File: src/rtl/ifu_lsu_arbiter.sv
// Shares one memory port between IFU and LSU with one outstanding transaction.
// Round-robin on ties; the grant is held until the owner accepts its response.
module ifu_lsu_arbiter #(
    parameter int ADDR_W = 32,
    parameter int DATA_W = 32
) (
    input  logic                clk,
    input  logic                rst,
    input  logic                ifu_req_valid,
    output logic                ifu_req_ready,
    input  logic [ADDR_W-1:0]   ifu_addr,
    output logic                ifu_resp_valid,
    input  logic                ifu_resp_ready,
    output logic [DATA_W-1:0]   ifu_rdata,
    input  logic                lsu_req_valid,
    output logic                lsu_req_ready,
    input  logic [ADDR_W-1:0]   lsu_addr,
    input  logic                lsu_wen,
    input  logic [DATA_W-1:0]   lsu_wdata,
    input  logic [DATA_W/8-1:0] lsu_wmask,
    output logic                lsu_resp_valid,
    input  logic                lsu_resp_ready,
    output logic [DATA_W-1:0]   lsu_rdata,
    output logic                mem_req_valid,
    input  logic                mem_req_ready,
    output logic [ADDR_W-1:0]   mem_addr,
    output logic                mem_wen,
    output logic [DATA_W-1:0]   mem_wdata,
    output logic [DATA_W/8-1:0] mem_wmask,
    input  logic                mem_resp_valid,
    output logic                mem_resp_ready,
    input  logic [DATA_W-1:0]   mem_rdata,
    output logic                busy,
    output logic                owner
);

    typedef enum logic [1:0] {
        IDLE = 2'd0,
        REQ  = 2'd1,
        RESP = 2'd2
    } state_t;

    state_t                r_state;
    logic                  r_last_grant;
    logic                  r_owner;
    logic                  r_busy;
    logic                  r_mem_req_valid;
    logic [ADDR_W-1:0]     r_addr;
    logic                  r_wen;
    logic [DATA_W-1:0]     r_wdata;
    logic [DATA_W/8-1:0]   r_wmask;

    logic w_idle;
    logic w_resp;
    logic w_grant_ifu;
    logic w_grant_lsu;
    logic w_ifu_hs;
    logic w_lsu_hs;
    logic w_owner_rdy;
    logic w_resp_hs;

    assign w_idle = (r_state == IDLE);
    assign w_resp = (r_state == RESP);

    // r_last_grant: 0 = IFU, 1 = LSU; the other side wins a tie
    assign w_grant_ifu = ifu_req_valid
                       && (!lsu_req_valid || r_last_grant);
    assign w_grant_lsu = lsu_req_valid
                       && (!ifu_req_valid || !r_last_grant);

    assign ifu_req_ready = w_idle && w_grant_ifu;
    assign lsu_req_ready = w_idle && w_grant_lsu;

    assign w_ifu_hs = ifu_req_ready && ifu_req_valid;
    assign w_lsu_hs = lsu_req_ready && lsu_req_valid;

    assign w_owner_rdy = r_owner ? lsu_resp_ready : ifu_resp_ready;

    // IDLE accepts and drops stray responses to drain the slave
    always_comb begin
        mem_resp_ready = 1'b0;
        if (w_idle) begin
            mem_resp_ready = 1'b1;
        end else if (w_resp) begin
            mem_resp_ready = w_owner_rdy;
        end
    end

    assign w_resp_hs = w_resp && mem_resp_valid && w_owner_rdy;

    assign ifu_resp_valid = w_resp && !r_owner && mem_resp_valid;
    assign lsu_resp_valid = w_resp && r_owner && mem_resp_valid;
    assign ifu_rdata      = mem_rdata;
    assign lsu_rdata      = mem_rdata;

    assign mem_req_valid = r_mem_req_valid;
    assign mem_addr      = r_addr;
    assign mem_wen       = r_wen;
    assign mem_wdata     = r_wdata;
    assign mem_wmask     = r_wmask;
    assign busy          = r_busy;
    assign owner         = r_owner;

    always_ff @(posedge clk) begin
        if (rst) begin
            r_state         <= IDLE;
            r_last_grant    <= 1'b1;
            r_owner         <= 1'b0;
            r_busy          <= 1'b0;
            r_mem_req_valid <= 1'b0;
            r_addr          <= '0;
            r_wen           <= 1'b0;
            r_wdata         <= '0;
            r_wmask         <= '0;
        end else begin
            unique case (r_state)
                IDLE: begin
                    if (w_ifu_hs) begin
                        r_addr          <= ifu_addr;
                        r_wen           <= 1'b0;
                        r_wdata         <= '0;
                        r_wmask         <= '0;
                        r_owner         <= 1'b0;
                        r_last_grant    <= 1'b0;
                        r_busy          <= 1'b1;
                        r_mem_req_valid <= 1'b1;
                        r_state         <= REQ;
                    end else if (w_lsu_hs) begin
                        r_addr          <= lsu_addr;
                        r_wen           <= lsu_wen;
                        r_wdata         <= lsu_wdata;
                        r_wmask         <= lsu_wmask;
                        r_owner         <= 1'b1;
                        r_last_grant    <= 1'b1;
                        r_busy          <= 1'b1;
                        r_mem_req_valid <= 1'b1;
                        r_state         <= REQ;
                    end
                end
                REQ: begin
                    if (mem_req_ready) begin
                        r_mem_req_valid <= 1'b0;
                        r_state         <= RESP;
                    end
                end
                RESP: begin
                    if (w_resp_hs) begin
                        r_busy  <= 1'b0;
                        r_state <= IDLE;
                    end
                end
                default: begin
                    r_busy          <= 1'b0;
                    r_mem_req_valid <= 1'b0;
                    r_state         <= IDLE;
                end
            endcase
        end
    end

endmodule

File: config.mk
export PLATFORM = sky130hd
export DESIGN_NAME = ifu_lsu_arbiter
export DESIGN_NICKNAME = d
export VERILOG_FILES = /design/src/rtl/ifu_lsu_arbiter.sv
export SDC_FILE = /design/constraint.sdc
export NUM_CORES = 1
export LEC_CHECK = 0
export CAP_MARGIN = 20
export CORE_MARGIN = 2
export CORE_UTILIZATION = 36
export CTS_CLUSTER_SIZE = 40
export DETAILED_ROUTE_END_ITERATION = 6
export GPL_TIMING_DRIVEN = 0
export HOLD_SLACK_MARGIN = 0.06
export PLACE_DENSITY = 0.92
export SLEW_MARGIN = 20
export SYNTH_ARGS = -nofsm -noshare
export SYNTH_HDL_FRONTEND = slang
export SYNTH_SLANG_ARGS = --single-unit
File: constraint.sdc
create_clock -name clk -period 1.99 [get_ports clk]
set_input_delay 0.4975 -clock clk [delete_from_list [all_inputs] [get_ports clk]]
set_output_delay 0.4975 -clock clk [all_outputs]
set_load 0.05 [all_outputs]
Word level (Yosys, flattened, before mapping)
Index checks and enable logic that the tools add are counted.
Word-level totals
  flip-flop bits (word level): 75
  word-level logic and storage cells: 63
  input port bits: 141
  output and inout bits: 141
Operators by class
  muxes and demuxes: 23
  equality and inequality tests: 5
  bitwise logic cells: 2
  reductions and logical operators: 24
Operator list (count)
  2-to-1 mux 32 bit: 4
  logical AND 1 bit: 12
  2-to-1 mux 1 bit: 10
  AND reduction 3 bit: 3
  2-to-1 mux 2 bit: 4
  2-to-1 mux 4 bit: 2
  case mux 1 bit (3 select lines): 2
  case mux 2 bit (3 select lines): 1
  logical NOT 1 bit: 4
  != test 3 x 1 -> 1 bit, second input constant: 1
  == test 2 x 1 -> 1 bit, second input constant: 1
  == test 2 bit, second input constant: 1
  logical NOT 2 bit: 1
  logical OR 1 bit: 2
  != test 2 x 1 -> 1 bit, second input constant: 1
  != test 2 bit, second input constant: 1
  NOT 1 bit: 2
  AND reduction 2 bit: 1
  nonzero test 2 bit: 1

Longest topological paths before layout
Gate-level depths: netlist (run 1).
  depth in word-level cells: 8
  gate-level depth with buffers: 6
  depth with buffers taken out: 4

Worst setup path before layout (run 1)
Ideal clock, no wire load.
  kind: reg-to-output
  from: register r_owner (netlist: owner)
  to: output port mem_resp_ready
  cell stages (with the launch flop): 3
  slack: -179 ps
  buffers on the path: 0
  required time: 1492 ps
  arrival time: 1672 ps
  cells stage by stage: dfxtp_1 -> mux2i_1 -> a21oi_1
On the way
  word-level cells in the longest chain between the ends: 3
Ends and longest elaborated chain
  start: declaration: line 45  | logic r_owner;
  start signal: assignment: line 108  | r_owner <= 1'b0;
  start signal: assignment: line 123  | r_owner <= 1'b0;
  start signal: assignment: line 133  | r_owner <= 1'b1;
  2-to-1 mux 1 bit: line 77  | assign w_owner_rdy = r_owner ? lsu_resp_ready : ifu_resp_ready;
  2-to-1 mux 1 bit: line 84  | end else if (w_resp) begin
  2-to-1 mux 1 bit: line 82  | if (w_idle) begin
  end: declaration: line 31  | output logic mem_resp_ready,
Every way passes these cells.

Final worst setup path (run 1)
  from: register r_state[1]
  to: output port ifu_req_ready
On the way
  word-level cells in the longest chain between the ends: 2
Ends and longest elaborated chain
  start: declaration: line 43  | state_t r_state;
  start signal: assignment: line 106  | r_state <= IDLE;
  start signal: assignment: line 127  | r_state <= REQ;
  start signal: assignment: line 137  | r_state <= REQ;
  logical NOT 2 bit: line 62  | assign w_idle = (r_state == IDLE);
  logical AND 1 bit: line 71  | assign ifu_req_ready = w_idle && w_grant_ifu;
  end: declaration: line 10  | output logic ifu_req_ready,
Every way passes these cells.

==> flow_summary.toml, run 1 <==
[outcome]
status = "finished with violations"
violations = "design-rule violations"

[critical_path]
worst_ep_required_time_ns = 1.49
cp-start-kind = "register"
rr_worst_depth = 5
reg2reg_slack_ns = 0.10
path_cells = "buf_6 > nor2_4 > buf_8 > and3_4 > buf_8"
cp_max_fo = 10
cp_slowest_stage_delay_ns = 0.32
rr_endpoint = "mem_addr[3]"
cp_top_family = "buffers and inverters"
path_buf_inv = 3
end_kind = "output pin"
path_common_cell = "buf_8"
slowest_stage = "dfxtp_1"
worstSetupPathType = "reg -> out"
r2r-start = "r_state[1]"
cp.arrival_ns = 1.44

[synthesis]
synth_cells = 468
avgSynthCellArea_um2 = 8.62
yosysSeqAreaShare_pct = 37.2
yosysWarningCount = 0
synth-seq-cells = 75
syn-num-nets = 609
synthesis.area_um2 = 4040
synth_cell_types = 29

[cts]
root_buffer = "clkbuf_8"
cts_max_level = 3
cts_buffers = 9
cts_tree = "done"
clk_latency_ns = 0.36
clock_path_buffers = 2
cts_num_sinks = 75
clk_pin_slew_worst_paths_ns = 0.09

[route]
wl_mm = 16.1
first_pass_iters = 7
drc = 1
wl_per_cell_um = 18.4
drt-initial-drc-count = 453
ant_nets = 0
vias_per_cell = 5.55
vias = 4858

[final_layout]
multi_input_area_um2 = 1820
area_growth_pct = 70.3
num_antenna_cells = 0
fillers = 899
nNetsFinal = 871
stdcell_count = 875
drive_above_1_share_pct = 18.1
seq_area_um2 = 1500

[placed_design]
hpwl_mm = 12.1
io_buffers = 248
dp.cells = 856
place_congestion = 0.897

[power_and_ir_drop]
combPwrFrac_pct = 43.0
p_switching_mw = 2.02
p_clk_share_pct = 22.1
p_seq_share_pct = 34.8
p_int_mw = 2.90
powerDensity_nw_per_um2 = 716
ir_drop_v = 0.000392
p_leak_nw = 2.77
switching_share_pct = 41.0
power_mw = 4.92

[die]
core_region_area_um2 = 10900
start_util_pct = 37.1
placementRows = 38
io_pins = 282
die_h_um = 110
die-area_um2 = 12100
fp.dieW_um = 110

[timing]
report.final.slew_viol_count = 0
relSlewSlack_pct = 45.3
min_period_over_period_pct = 97.5
worstMarginPinSlew_ns = 0.820
fin_tns_setup_ns = 0
setup_viol = 0
fin_skew_ns = 0.0160
rsz0062_at_grt = "yes"
hold_viol_final = 0
fmax_mhz = 515
min_period_ns = 1.94

[grt]
grtUsageMet2_pct = 44.7
grt_max_degree = 14
grt_util_met3_pct = 8.12
use_met1_pct = 26.8
overflow = 0
top_usage_layer = "met2"
grt_pass1_vias = 4692
antenna_found_initial = 0
grt_pass1_wl_mm = 23.4
grt_usage_pct = 25.0

[min_path]
min_path_type = "reg -> reg"
holdPathEnd = "mem_req_valid"
hp-start = "mem_req_valid"
hold_depth = 2

[flow_run]
drv_cap = 0
-- cell usage in the layout, fill, tap and decap left out, drive strengths merged, types with 3 or more instances in the layout --
cell	n
clkbuf	47
inv	3
nor4	32
dfxtp	75
buf	95
nor2	4
a2111oi	32
nand2	5
dlygate4sd2	72
nor4b	32
o21ai	40
nand3	37
a21oi	75
clkdlybuf4s50	169
-- per-stage QoR --
| step | hold slack (ns) | area, um^2 | worst slack, ns | utilization, % |
|---|---|---|---|---|
| after floorplan | 0.475 | 4040 | 0.0430 | - |
| after global placement | 0.448 | 6700 | -1.25 | 61.5 |
| after detailed placement | 0.463 | 6700 | -1.27 | 61.5 |
| after CTS | 0.473 | 6850 | -0.0423 | 62.9 |
| after global routing | 0.485 | 6870 | -0.0187 | 63.1 |
| final | 0.471 | 6870 | 0.0488 | 63.1 |
-- per-layer routing --
| metal | up-vias | routed length [um] |
|---|---|---|
| met1 | 2244 | 5800 |
| li1 | 2215 | - |
| met5 | - | 0 |
| met4 | 0 | 485 |
| met3 | 47 | 1750 |
| met2 | 352 | 8030 |
-- Yosys cell counts (all sizes together) --
cell	count	area [um^2]
a2111oi	32	405
a211o	1	8.76
a211oi	2	15.0
a21oi	75	375
and3	2	12.5
buf	86	616
clkbuf	35	131
dfxtp	75	1500
inv	2	7.51
mux2i	1	10.0
nand2	5	18.8
nand2b	1	6.26
nand3	37	185
nand3b	1	7.51
nor2	4	20.0
nor2b	2	12.5
nor4	32	200
nor4b	32	280
o21ai	40	200
o21bai	1	7.51
or2	2	15.0
-- tightest hold or removal path: cells and delay by family, from the launching register on --
kind / cells / cell delay (ns)
AND/OR/NAND/NOR: 1 / 0.05
flip-flops: 1 / 0.32
AO/OA/AOI/OAI: 1 / 0.06
-- flip-flops by register name, indices dropped and copies added, names as in the netlist --
| register | flops |
|---|---|
| r_last_grant | 1 |
| owner | 1 |
| r_state | 2 |
| mem_wmask | 4 |
| mem_wen | 1 |
| mem_req_valid | 1 |
| busy | 1 |
| mem_addr | 32 |
| mem_wdata | 32 |
-- power by group through the flow --
stage	sequential, mW	combinational, mW	clock, mW
after floorplan	2.19	0.903	0
after global placement	1.74	2.10	0
after detailed placement	1.75	2.14	0
after CTS	1.71	2.09	1.11
after global routing	1.73	2.21	1.19
final	1.71	2.12	1.09
-- kinds of logic after synthesis --
logic type | count (synthesis) | share of synthesized area, %
AOI/OAI and AO/OA | 151 | 25.1
and+or+nand+nor | 118 | 18.8
buffers and inverters | 123 | 18.7
muxes | 1 | 0.248
DFF | 75 | 37.2
-- cell type report --
type,instances,share of cell area (%)
clock inverters,5,0.546
well taps,140,2.55
multi-input cells,270,26.5
inverters,2,0.109
clock buffers,11,2.06
repair buffers,251,35.0
flip-flops and latches,75,21.9
plain buffers,121,11.4
-- worst max-delay path by stage --
stage                        from  slack [ns]  cells past startpoint            end
floorplan           lsu_req_valid        0.04                      3  ifu_req_ready
global placement    lsu_req_valid       -1.25                      5  ifu_req_ready
detailed placement  lsu_req_valid       -1.27                      5  ifu_req_ready
CTS                 lsu_req_valid       -0.04                      5  ifu_req_ready
global route           r_state[1]       -0.02                      5  ifu_req_ready
finish                 r_state[1]        0.05                      5  ifu_req_ready
-- what timing repair did --
item / CTS / global route
endpoints found under the hold margin: 0 / 0
setup buffers: 2 / 1
endpoints found under the setup margin: 102 / 6
gates resized for setup: 122 / 12
hold buffers: 0 / 0
pin swaps: 2 / 1
(Power assumes the default switching activity.)
==> run 2: changes to the inputs <==
Settings changed: CTS_BUF_LIST set to sky130_fd_sc_hd__clkbuf_16.
==> run 2 against run 1 <==
- the flow now finishes without violations
- clock power rose by 36%
- sequential power barely moved
- combinational power is 2% higher
- die area unchanged
- via count increased by 1.2%
- routed wire length grew 1.7%
- final cell count down 0.23%
- largest cell class unchanged
- largest power group unchanged
==> flow_summary.toml, run 2 (synthesized netlist as in run 1, its figures left out) <==
[final_layout]
nNetsFinal = 869
layout_commonest_cell = "clkdlybuf4s50_1"
fillers = 840
fin_area_um2 = 7110
layout_common_cells = "clkdlybuf4s50_1, a21oi_1, dfxtp_1"
drive_above_1_share_pct = 17.5
area_growth_pct = 76.1
num_antenna_cells = 0

[timing]
fmax_mhz = 510
setup_ws_ns = 0.0305
hold_viol_final = 0
min_period_ns = 1.96
fin_skew_ns = 0.00920
setup_viol = 0
relSlewSlack_pct = 45.5
whs_ns = 0.469
min_period_over_period_pct = 98.5
worstMarginPinSlew_ns = 0.817
report.final.slew_viol_count = 0

[critical_path]
cp-start-kind = "register"
worstSetupPathType = "reg -> out"
path_buf_inv = 1
path_cells = "clkdlybuf4s50_1"
path_depth = 1
slowest_stage = "clkdlybuf4s50_1"
rr_worst_depth = 5
cp_slowest_stage_delay_ns = 0.81
end_kind = "output pin"
cp_max_fo = 2
cp_top_family = "buffers and inverters"
worst_ep_required_time_ns = 1.49
cp.arrival_ns = 1.46

[die]
die_h_um = 110
placementRows = 38
die-area_um2 = 12100
core_region_area_um2 = 10900
io_pins = 282
start_util_pct = 37.1
fp.dieW_um = 110

[cts]
clk_pin_slew_worst_paths_ns = 0.06
root_buffer = "clkbuf_16"
cts_tree = "done"
cts_buffers = 9
cts_max_level = 3
cts_num_sinks = 75
clk_latency_ns = 0.33
clock_path_buffers = 2

[route]
vias_per_cell = 5.63
wl_mm = 16.3
wl_per_cell_um = 18.7
drt-initial-drc-count = 465
ant_nets = 0
drc = 0
first_pass_iters = 7
vias = 4917

[grt]
grt_max_degree = 14
overflow = 0
grt_pass1_vias = 4711
grt_pass1_wl_mm = 23.5
antenna_found_initial = 0
grt_usage_pct = 25.1

[placed_design]
placed_area_um2 = 6700
place_congestion = 0.897
io_buffers = 248
hpwl_mm = 12.1
pre_cts_ws_ns = -1.27

[min_path]
hold_depth = 2
min_path_type = "reg -> reg"

[power_and_ir_drop]
ir_drop_v = 0.000512
power_mw = 5.36
powerDensity_nw_per_um2 = 754
p_leak_nw = 3.34

[flow_run]
drv_cap = 0

[outcome]
status = "completed"
run 2: cell types whose count changed in the layout (fill, tap and decap cells not counted), moves of 2 or more:
| cell | before | now |
|---|---|---|
| dlygate4sd2_1 | 72 | 25 |
| dlymetal6s2s_1 | 0 | 45 |
| clkbuf_8 | 10 | 0 |
| clkbuf_16 | 0 | 9 |
| buf_4 | 73 | 69 |
| buf_6 | 4 | 6 |
| buf_8 | 3 | 1 |
| clkbuf_4 | 1 | 3 |
| clkdlybuf4s50_1 | 169 | 171 |
| inv_1 | 1 | 3 |
run 2: path summary, 6_finish.rpt:
path                                    start             to  slack [ns]
worst max register to register     r_state[0]    mem_addr[3]        0.11
worst min-delay path            mem_req_valid  mem_req_valid        0.47
worst min register to register  mem_req_valid  mem_req_valid        0.47
worst max-delay path             mem_wmask[1]   mem_wmask[1]        0.03
run 2: area by class of cell:
class	instances	area, um^2	share of cell area (%)
timing repair buffer	249	2560	36.0
clock inverter	7	45.0	0.634
clock buffer	9	225	3.17
buffer	121	782	11.0
multi-input combinational	270	1820	25.5
inverter	2	7.51	0.106
sequential	75	1500	21.1
tap	140	175	2.46
run 2: repair_timing:
action	in CTS	in global routing
setup buffers	1	0
pin swaps	1	2
gates cloned	0	0
endpoints found under the setup margin	69	56
hold buffers	0	0
gates resized for setup	68	62
run 2: per-layer routing:
metal  vias to the layer above  share of wire [%]  GRT usage (%)
li1                       2211                  -              -
met1                      2291                 35           26.9
met2                       353                 50           44.5
met3                        62                 11           8.24
met4                         0                3.5           11.2
met5                         -                  0              0
run 2: stage by stage:
stage	std cells	setup TNS (ns)	utilization (%)
floorplan	468	0	-
global placement	856	-20.92	61.5
detailed placement	856	-26.60	61.5
CTS	873	-0.0694	64.0
global route	873	-0.00243	65.3
finish	873	0	65.3
run 2: power by group:
group	internal, mW	leakage, nW	total (mW)	switching (mW)
sequential	1.64	0.617	1.72	0.0775
combinational	0.812	2.59	2.16	1.35
clock	0.839	0.131	1.48	0.646
total	3.29	3.34	5.36	2.07
==> run 3: changes to the inputs <==
Settings changed: CORE_MARGIN 2 to 10.
==> run 3 against run 2 <==
- the flow now finishes with violations (negative setup slack)
- clock power up 8%
- core utilization down 0.36 points
- flip-flop and latch count unchanged
- worst setup slack worse by 0.080 ns
- critical endpoint is now ifu_req_ready
==> flow_summary.toml, run 3 (synthesized netlist as in run 1, its figures left out) <==
[outcome]
status = "finished with violations"
violations = "negative setup slack"

[timing]
min_period_over_period_pct = 102
rsz0062_at_grt = "yes"
relSlewSlack_pct = 48.6
fin_skew_ns = 0.00517
setup_viol = 1
worstMarginPinSlew_ns = 0.771
setup_ws_ns = -0.0492
fmax_mhz = 490
min_period_ns = 2.04
hold_viol_final = 0
report.final.slew_viol_count = 0

[die]
io_pins = 282
placementRows = 38
die-area_um2 = 15800
start_util_pct = 37.1
core_region_area_um2 = 10900
fp.dieW_um = 126
die_h_um = 126

[min_path]
hp-start = "mem_wdata[5]"
holdPathEnd = "mem_wdata[5]"
min_path_type = "reg -> reg"
hold_depth = 2

[power_and_ir_drop]
p_seq_share_pct = 31.4
power_mw = 5.45
powerDensity_nw_per_um2 = 771
p_int_mw = 3.40
switching_share_pct = 37.6
combPwrFrac_pct = 39.3
p_clk_share_pct = 29.3
ir_drop_v = 0.000458
p_leak_nw = 3.18
p_switching_mw = 2.05

[final_layout]
layout_commonest_cell = "clkdlybuf4s50_1"
nNetsFinal = 870
area_growth_pct = 75.2
layout_common_cells = "clkdlybuf4s50_1, dfxtp_1, a21oi_1"
fin_area_um2 = 7070
fin_util_pct = 64.9
stdcell_count = 874
drive_above_1_share_pct = 17.0
fillers = 857
num_antenna_cells = 0

[route]
wl_mm = 18.1
drc = 0
wl_per_cell_um = 20.7
ant_nets = 0
vias = 4760
first_pass_iters = 5
drt-initial-drc-count = 320
vias_per_cell = 5.45

[cts]
root_buffer = "clkbuf_16"
cts_hold_buf = 0
clock_path_buffers = 2
clk_pin_slew_worst_paths_ns = 0.06
cts_max_level = 3
clk_latency_ns = 0.33
cts_num_sinks = 75
cts_buffers = 9
cts_tree = "done"

[placed_design]
hpwl_mm = 14.3
place_congestion = 0.857
dp.cells = 856
io_buffers = 248
placed_area_um2 = 6700

[grt]
grtUsageMet2_pct = 37.5
grt_usage_pct = 21.0
use_met1_pct = 22.0
grt_util_met3_pct = 8.89
antenna_found_initial = 0
overflow = 0
grt_pass1_wl_mm = 27.5
grt_max_degree = 14
top_usage_layer = "met2"
grt_pass1_vias = 5048

[flow_run]
drv_cap = 0

[critical_path]
worstSetupPathType = "in -> out"
cp-start-kind = "input pin"
rr_worst_depth = 5
cp_max_fo = 10
worst_ep_required_time_ns = 1.49
r2r-start = "r_state[0]"
cp.arrival_ns = 1.54
end_kind = "output pin"
reg2reg_slack_ns = 0.14
rr_endpoint = "mem_addr[18]"
run 3: cell type report:
cell class	instances	area (um^2)	share of cell area, %
Inverter	2	7.51	0.106
Tap cell	140	175	2.48
Timing Repair Buffer	250	2520	35.6
Multi-Input combinational cell	270	1810	25.5
Clock inverter	7	68.8	0.973
Clock buffer	9	225	3.19
Sequential cell	75	1500	21.2
Buffer	121	771	10.9
run 3: critical path: stages:
cell           delay, ns
dlygate4sd2_1       0.38
nand2b_4            0.13
buf_8               0.18
and3_1              0.16
buf_4               0.18
run 3: per-stage QoR:
step                      setup TNS (ns)  worst slack [ns]  hold WS, ns
after floorplan                        0            0.0430        0.475
after global placement            -21.25             -1.21        0.448
after detailed placement          -26.95             -1.22        0.467
after CTS                        -0.0422           -0.0422        0.472
after global routing              -0.565            -0.103        0.502
final                            -0.0492           -0.0492        0.476
run 3: worst max-delay path by stage:
stage	start	to	slack, ns
2_1_floorplan	lsu_req_valid	ifu_req_ready	0.04
3_3_place_gp	lsu_req_valid	ifu_req_ready	-1.21
3_5_place_dp	lsu_req_valid	ifu_req_ready	-1.22
4_1_cts	lsu_req_valid	ifu_req_ready	-0.04
5_1_grt	lsu_req_valid	ifu_req_ready	-0.10
6_report	lsu_req_valid	ifu_req_ready	-0.05
run 3: power by group through the flow:
stage / Sequential (mW) / Clock (mW) / Combinational [mW]
after floorplan: 2.19 / 0 / 0.903
after global routing: 1.73 / 1.68 / 2.25
final: 1.71 / 1.60 / 2.14
after CTS: 1.71 / 1.63 / 2.14
after global placement: 1.74 / 0 / 2.13
after detailed placement: 1.75 / 0 / 2.16
run 3: layer usage:
layer	vias up	part of all wire [%]
met2	299	50
li1	2222	-
met1	2214	37
met3	25	11
met4	0	1.7
met5	-	0
run 3: repair_timing:
action,4_1_cts,5_1_grt
setup buffers,1,1
resized for setup,81,35
endpoints found under the setup margin,81,48
pin swaps,2,0
